[config.mk]
export PLATFORM = sky130hd
export DESIGN_NAME = mem_dump_monitor
export DESIGN_NICKNAME = d
export VERILOG_FILES = /design/src/rtl/mem_dump_monitor.sv
export SDC_FILE = /design/constraint.sdc
export NUM_CORES = 1
export LEC_CHECK = 0
export ABC_AREA = 1
export BUFFER_PORTS_ARGS = -buffer_cell sky130_fd_sc_hd__buf_2
export CAP_MARGIN = 30
export CORE_UTILIZATION = 50
export DETAILED_ROUTE_END_ITERATION = 12
export GPL_ROUTABILITY_DRIVEN = 0
export PLACE_DENSITY = 0.77
export SLEW_MARGIN = 20
export SYNTH_ARGS = -nofsm -noshare
export SYNTH_HDL_FRONTEND = slang
export SYNTH_SLANG_ARGS = --single-unit
[constraint.sdc]
create_clock -name CLK -period 3.45 [get_ports CLK]
set_clock_uncertainty 0.2 [all_clocks]
set_input_delay 0.345 -clock CLK [delete_from_list [all_inputs] [get_ports CLK]]
set_output_delay 0.345 -clock CLK [all_outputs]
set_load 0.02 [all_outputs]
[src/rtl/mem_dump_monitor.sv]
// mem_dump_monitor
// End-of-run monitor for the pipelined MIPS core. It watches the data-memory
// write port for a sentinel store and also runs a cycle watchdog. When either
// one fires, it streams a fixed window of data memory out over a valid/ready
// port. It reads that window through the second port of the memory.
//
// Each word takes three states:
//   READ - a one-cycle rd_en pulse goes out.
//   WAIT - rd_data is captured.
//   SEND - the word is held until the consumer accepts it.
// Only one read is ever outstanding. All outputs are registered.

module mem_dump_monitor #(
    parameter int unsigned        DATA_W     = 32,
    parameter int unsigned        ADDR_W     = 10,
    parameter int unsigned        SENT_ADDR  = 499,
    parameter logic [DATA_W-1:0]  SENT_VAL   = 'h1f4,
    parameter int unsigned        DUMP_BASE  = 0,
    parameter int unsigned        DUMP_WORDS = 1000,
    parameter int unsigned        TIMEOUT    = 1048576,
    parameter int unsigned        CYC_W      = 32
) (
    input  logic              CLK,
    input  logic              reset,
    input  logic              wr_en,
    input  logic [ADDR_W-1:0] wr_addr,
    input  logic [DATA_W-1:0] wr_data,
    output logic              rd_en,
    output logic [ADDR_W-1:0] rd_addr,
    input  logic [DATA_W-1:0] rd_data,
    output logic              dump_valid,
    input  logic              dump_ready,
    output logic [DATA_W-1:0] dump_data,
    output logic [ADDR_W-1:0] dump_addr,
    output logic              dump_last,
    output logic              done,
    output logic              timeout,
    output logic [CYC_W-1:0]  cycle_count
);

    // Parameters resized once to the widths they are compared against.
    localparam logic [ADDR_W-1:0] L_SENT_ADDR = ADDR_W'(SENT_ADDR);
    localparam logic [ADDR_W-1:0] L_BASE      = ADDR_W'(DUMP_BASE);
    localparam logic [ADDR_W-1:0] L_LAST_IDX  = ADDR_W'(DUMP_WORDS - 1);
    localparam logic [CYC_W-1:0]  L_WDOG_LAST = CYC_W'(TIMEOUT - 1);
    localparam bit                L_WDOG_EN   = (TIMEOUT != 0);

    typedef enum logic [2:0] {
        S_RUN,
        S_READ,
        S_WAIT,
        S_SEND,
        S_DONE
    } state_t;

    state_t            r_state;
    logic [ADDR_W-1:0] r_idx;
    logic              r_rd_en;
    logic [ADDR_W-1:0] r_rd_addr;
    logic              r_dump_valid;
    logic [DATA_W-1:0] r_dump_data;
    logic [ADDR_W-1:0] r_dump_addr;
    logic              r_dump_last;
    logic              r_done;
    logic              r_timeout;
    logic [CYC_W-1:0]  r_cycle_count;

    logic w_sentinel;
    logic w_wdog_fire;
    logic w_last_idx;
    logic w_cc_sat;

    // The sentinel needs all three: the strobe, the exact address and the
    // exact value. A store to the watched word with any other value is
    // ordinary traffic.
    assign w_sentinel  = wr_en && (wr_addr == L_SENT_ADDR) && (wr_data == SENT_VAL);

    // The watchdog fires on the edge that would otherwise count cycle
    // TIMEOUT. Because of that, a watchdog dump reports TIMEOUT-1.
    assign w_wdog_fire = L_WDOG_EN && (r_cycle_count == L_WDOG_LAST);

    assign w_last_idx  = (r_idx == L_LAST_IDX);
    assign w_cc_sat    = &r_cycle_count;

    // Single FSM.
    // RUN waits for a trigger. READ/WAIT/SEND walk the dump window. DONE is
    // terminal until the next reset.
    always_ff @(posedge CLK or negedge reset) begin
        if (!reset) begin
            r_state       <= S_RUN;
            r_idx         <= '0;
            r_rd_en       <= 1'b0;
            r_rd_addr     <= '0;
            r_dump_valid  <= 1'b0;
            r_dump_data   <= '0;
            r_dump_addr   <= '0;
            r_dump_last   <= 1'b0;
            r_done        <= 1'b0;
            r_timeout     <= 1'b0;
            r_cycle_count <= '0;
        end else begin
            case (r_state)
                S_RUN: begin
                    // The sentinel takes priority over the watchdog. The
                    // counter freezes on the trigger edge, so it reports the
                    // number of RUN edges that came before the trigger.
                    if (w_sentinel) begin
                        r_state   <= S_READ;
                        r_timeout <= 1'b0;
                        r_idx     <= '0;
                        r_rd_en   <= 1'b1;
                        r_rd_addr <= L_BASE;
                    end else if (w_wdog_fire) begin
                        r_state   <= S_READ;
                        r_timeout <= 1'b1;
                        r_idx     <= '0;
                        r_rd_en   <= 1'b1;
                        r_rd_addr <= L_BASE;
                    end else if (!w_cc_sat) begin
                        r_cycle_count <= r_cycle_count + CYC_W'(1);
                    end
                end

                S_READ: begin
                    // The RAM samples the request on this edge. Dropping
                    // rd_en here keeps the request a one-cycle pulse.
                    r_rd_en <= 1'b0;
                    r_state <= S_WAIT;
                end

                S_WAIT: begin
                    // rd_data now holds the word addressed in READ. rd_addr
                    // has not moved since then, so it also gives the word's
                    // address.
                    r_dump_data  <= rd_data;
                    r_dump_addr  <= r_rd_addr;
                    r_dump_last  <= w_last_idx;
                    r_dump_valid <= 1'b1;
                    r_state      <= S_SEND;
                end

                S_SEND: begin
                    // dump_valid is always high in this state, so dump_ready
                    // is never examined while no word is offered.
                    if (dump_ready) begin
                        r_dump_valid <= 1'b0;
                        if (r_dump_last) begin
                            r_done  <= 1'b1;
                            r_state <= S_DONE;
                        end else begin
                            // Issue the next read right away, which keeps the
                            // cost at three cycles per word. The address
                            // wraps modulo the memory size.
                            r_idx     <= r_idx + ADDR_W'(1);
                            r_rd_addr <= r_rd_addr + ADDR_W'(1);
                            r_rd_en   <= 1'b1;
                            r_state   <= S_READ;
                        end
                    end
                end

                S_DONE: begin
                    r_done <= 1'b1;
                end

                default: begin
                    r_state <= S_RUN;
                end
            endcase
        end
    end

    assign rd_en       = r_rd_en;
    assign rd_addr     = r_rd_addr;
    assign dump_valid  = r_dump_valid;
    assign dump_data   = r_dump_data;
    assign dump_addr   = r_dump_addr;
    assign dump_last   = r_dump_last;
    assign done        = r_done;
    assign timeout     = r_timeout;
    assign cycle_count = r_cycle_count;

endmodule

======== Word-level counts from Yosys, hierarchy flattened ========
Cells that the tools add are included.
W data, S select, Z words.
word-level totals
  output and inout port bits .............. 89
  bits in registers ....................... 102
  logic and storage cells ................. 70
  bits in writable memories ............... 0
  bits in read-only memories .............. 0
  latch bits .............................. 0
  memories ................................ 0
cells by class
  reduce and logical (&&, ||, !) cells .... 16
  add/sub/neg operators ................... 3
  shifts and indexed selects .............. 0
  mux-type cells .......................... 24
  bitwise operators ....................... 4
  equality and inequality tests ........... 12
  multiply operators ...................... 0
  div/mod/pow operators ................... 0
  order comparisons ....................... 0
operators with widths
  kind                     count
  $mux W10                 6
  $pmux W10 S2             2
  $add A32 B1 Y32 const B  1
  $eq A32 B20 Y1 const B   1
  $eq A32 B9 Y1 const B    1
  $reduce_and A32 Y1       1
  $add A10 B1 Y10 const B  2
  $pmux W3 S5              1
  $mux W3                  4
  $reduce_and A4 Y1        3
  $eq A10 B10 Y1 const B   1
  $eq A10 B9 Y1 const B    1
  $mux W1                  8
  $reduce_bool A2 Y1       4
  $eq A3 B2 Y1 const B     2
  $ne A2 B2 Y1 const B     3
  $reduce_and A3 Y1        2
  $not A1 Y1               4
  $pmux W1 S2              2
  $reduce_and A2 Y1        2
  $eq A3 B1 Y1 const B     1
  $eq A3 B3 Y1 const B     1
  $logic_not A3 Y1         1
  $ne A3 B3 Y1 const B     1
  3 further kinds          4

======== Logic depth before layout (Yosys ltp) ========
  depth after elaboration ................. 5
  depth in mapped cells ................... 11
  gate-level depth less buffers ........... 10

======== Worst setup path before layout ========
OpenSTA, ideal clock, no wires.
  path kind ............................... register to register
  start ................................... register r_cycle_count[0], in the netlist cycle_count[0]
  end ..................................... register r_rd_addr[0], in the netlist rd_addr[0]
  period minus slack after synthesis ...... 1989 ps
  arrival ................................. 1671 ps
  slack ................................... 1461 ps
  cell stages (with the launch flop) ...... 12
  data required time ...................... 3132 ps
  buffers on the path ..................... 1
  cell sequence ........................... dfrtp_1 -> ha_1 -> nand3_4 -> nor2_4 -> nand2_2 -> nor2_2 -> nand2_2 -> nand3_4 -> nand3_4 -> buf_6 -> nand2_1 -> nand2_1
between the ends
  longest elaborated chain between the ends .. 3
ends and longest elaborated chain
  what                                line  RTL
  from (decl)                         66    logic [CYC_W-1:0] r_cycle_count;
  from (signal assigned)              120   r_cycle_count <= r_cycle_count + CYC_W'(1);
  $eq A32 B20 Y1                      80    assign w_wdog_fire = L_WDOG_EN && (r_cycle_count == L_WDOG_LAST);
  $ne A3 B3 Y1 (no source line)       -
  $reduce_and A4 Y1 (no source line)  -
  to (signal assigned)                155   r_rd_addr <= r_rd_addr + ADDR_W'(1);
  to (decl)                           59    logic [ADDR_W-1:0] r_rd_addr;
No other way between the ends.
A chain may end at the register's enable or synchronous reset.

======== Final worst setup path ========
  start ................................... register r_cycle_count[19], in the netlist cycle_count[19]
  end ..................................... register r_cycle_count[28], in the netlist cycle_count[28]
between the ends
  longest elaborated chain between the ends .. 3
  elaborated cells between the ends (all ways) .. 6
  classes of those cells .................. add/sub (1); eq/ne (1); bitwise (2); reduce/logical (2)
ends and longest elaborated chain
  what
  parallel branches: the longest is 3 deep, another holds $add A32 B1 Y32
Several ways; the timed one is not identified.

==> metrics.md <==
| Metric | Value |
|---|---|
| TritonCTS clock tree | yes |
| Hold depth | 2 |
| Leakage | about 3.7 nW |
| Total gr overflow | 0 |
| RSZ-0062 raised after global routing | false |
| Clk sinks | 102 |
| Fillcell total | 1082 |
| Core area | 11400 µm² |
| Critical Path RT | about 3500 ps |
| Sequential share of power | 0.376 |
| Crit-path max FO | 32 |
| FMAX | roughly 400 MHz |
| Worst-skew pair later-pin latency | ~350 ps |
| HP Start | rd_data[30] |
| Crit path kind | register to register |
| Die footprint | 12100 µm² |
| Die width | 110 µm |
| FF-to-FF Start | cycle_count[19]$_DFFE_PN0P_ |
| # rows | 39 |
| Worst setup EP type | register |
| CP Data Arrival Time | between 2000 and 2500 ps |
| Async S/R FF share, synth | 1.00 |
| First-pass GRT wire length | between 20 and 25 mm |
| Avg Inst Size Synth | 7.68 µm² |
| Relative slew slack | 0.431 |
| Worst-case reg-to-reg path depth | 8 |
| Clock share of power | 0.222 |
| P&R area growth vs syn | 20.8% |
| Sw Ratio | 0.406 |
| Crit-path cells | nand2_1, nor2_2, nand2_1, nor2_1, o21ai_2, nand3_4, nand2_1, nand2_1 |
| Cell Area, Synth | 5850 µm² |
| Top-count cell post-synth | nand2_1 |
| Mapped Cells | between 700 and 800 |
| Inst Count DP | 1054 |
| Max-slew violation count | 0 |
| Num CTS Buffers | 9 |
| Post-synth EDFFs | 0 |
| DR DRC count | 0 |
| Nets | 1004 |
| Layout cells sized above 1 | 0.268 |
| Worst vdd ir | 0.477 mV |
| Top cell type by total area after synthesis | dfrtp_1 |
| Seq cells post-synth | 102 |
| DP Area | approximately 6800 µm² |
| Most used cell along the critical path | nand2_1 |
| Detail Route Antenna Nets | 0 |
| Cell variety after synth | 31 |
| Hold EP | dump_data[30]$_DFFE_PN0P_ |
| Final Cell Area | 7070 µm² |
| Leading cell types by total area after synthesis | dfrtp_1 44%, nand2_1 16%, mux2_2 7.1% |
| Psw | 0.00178 W |
| Clock Tree Root | clkbuf_16 |
| Synth cell count leaders | 255 x nand2_1, 102 x dfrtp_1, 96 x nor2_1, 62 x inv_1, 47 x nand4_1 |
| Outcome | finished, final reports clean |
| DR vias | 5498 |
| Max incr delay on CP | 600 ps |
| CP max stage cell | o21ai_2 |
| CTS Buffer Depth | 2 |
| Vias in the first global route | 5253 |
| Fin crit share | 0.709 |
| I/O pin cnt | 167 |
| Fin. Hold Viols | 0 |
| Max_cap viols | 0 |
| Synthesized Nets | 842 |
| DR vias/cell | between 5 and 6 |
| Max H-tree Level | 3 |
| Share of the synthesized area in the top cell type | 0.437 |
| Initial core utilization | 0.512 |
| Critical Path Source Type | register |
| CTS clk-pin slew, worst paths | roughly 70 ps |
| Total track usage | 0.255 |
| Comb pwr share | 0.402 |
| Ant diodes | 0 |
| Die Y | 110 µm |
| # resized after CTS | 0 |
| Worst hold path class | input pin to register |
| Worst R2R End | cycle_count[28]$_DFFE_PN0P_ |
| Final setup viols | 0 |
| Initial antenna violation count | 0 |
| Tmin final | 2450 ps |
| Top_reg_cell synth | dfrtp_1 |
| Worst-margin pin slew | 848 ps |
| Largest net degree at the start of global routing | 79 |
| Final non-filler cell total | 1070 |
| Final wirelength | 14.6 mm |
| DP HPWL | roughly 11 mm |
| PwrDens | 621 nW/µm² |
| Routed len/inst | 13.7 µm |
| Drt pass-1 iters | 5 |
| Fin Hold WS | 20.7 ps |
| Pint | 0.00261 W |
| Yosys Warn Count | 0 |
| TNS Setup | 0 ps |
| I/O Buffers | ~170 |
| Sequential area share after synthesis | 0.437 |
| 1st-iter DRT viols | 387 |
| Reg2Reg Setup Slack | 1000 ps |
-- through the flow --
stage | total power (W) | setup WS [ps] | util
floorplan | 0.00296 | 1460 | -
global placement | 0.00339 | 1050 | 0.593
detailed placement | 0.00344 | 997 | 0.593
CTS | 0.00443 | 977 | 0.618
global route | 0.00467 | 695 | 0.619
finish | 0.00439 | 1000 | 0.619
-- power by group through the flow --
stage	logic, W	clock network [W]	registers [W]
3_5_place_dp	0.00177	0	0.00167
5_1_grt	0.00194	0.00104	0.00170
2_1_floorplan	0.000999	0	0.00196
3_3_place_gp	0.00173	0	0.00166
6_report	0.00176	0.000975	0.00165
4_1_cts	0.00178	0.00100	0.00165
-- how the worst max path moves through the flow --
stage	start	endpoint	slack (ps)
4_1_cts	cycle_count[16]$_DFFE_PN0P_	cycle_count[28]$_DFFE_PN0P_	980
6_report	cycle_count[19]$_DFFE_PN0P_	cycle_count[28]$_DFFE_PN0P_	1000
2_1_floorplan	cycle_count[0]$_DFFE_PN0P_	rd_addr[0]$_DFFE_PN0P_	1460
3_5_place_dp	cycle_count[16]$_DFFE_PN0P_	cycle_count[28]$_DFFE_PN0P_	1000
5_1_grt	cycle_count[27]$_DFFE_PN0P_	cycle_count[0]$_DFFE_PN0P_	690
3_3_place_gp	cycle_count[24]$_DFFE_PN0P_	cycle_count[22]$_DFFE_PN0P_	1050
-- registers in the layout, summed over array words and instances (netlist names), 3 cells and up --
signal and flops:
cycle_count 32, r_idx 10, rd_addr 10, r_state 3, dump_data 32, dump_addr 10
-- kinds of logic after synthesis --
kind of cell	after synthesis	synth area share
simple gates	482	0.362
flops	102	0.437
buf+inv	90	0.0693
mux	37	0.0713
compound gates	27	0.0248
xor+xnor	20	0.0300
fa+ha+maj	3	0.00642
-- cell type report --
class,instances,area (µm²),area share
Clock buffer,9,225,0.0319
Clock inverter,6,56.3,0.00797
Inverter,65,244,0.0345
Multi-Input combinational cell,569,2890,0.410
Sequential cell,102,2550,0.361
Tap cell,143,179,0.0253
Timing Repair Buffer,176,915,0.129
-- timing repair --
| action | CTS | global route |
|---|---|---|
| hold buffers | 1 | 0 |
| buffers inserted | 0 | 0 |
| endpoints found under the hold margin | 69 | 0 |
-- cells in the final DEF (no fill, tap or decap), drive strengths merged --
cell type and n:
a21oi 11, buf 175, clkbuf 9, clkinv 3, clkinvlp 1, dfrtp 102
dlygate4sd3 1, ha 3, inv 67, mux2 37, nand2 259, nand3 47
nand3b 1, nand4 47, nor2 103, nor3 22, nor3b 2, o21a 1
o21ai 14, o41ai 1, or2 1, xnor2 4, xor2 16
-- worst max-delay path: cells and delay by family, from the launching register on --
kind | cells | cell delay [ps]
AND/OR/NAND/NOR | 7 | 1080
AO/OA/AOI/OAI | 1 | 600
flip-flops | 1 | 440
-- layer usage --
metal	vias to the layer above	share of wire	track usage
met5	-	0	0
met4	0	0.029	0.111
met3	34	0.042	0.0453
met2	152	0.51	0.429
met1	2525	0.42	0.320
li1	2787	-	-
Power figures use the tool's default switching activity.
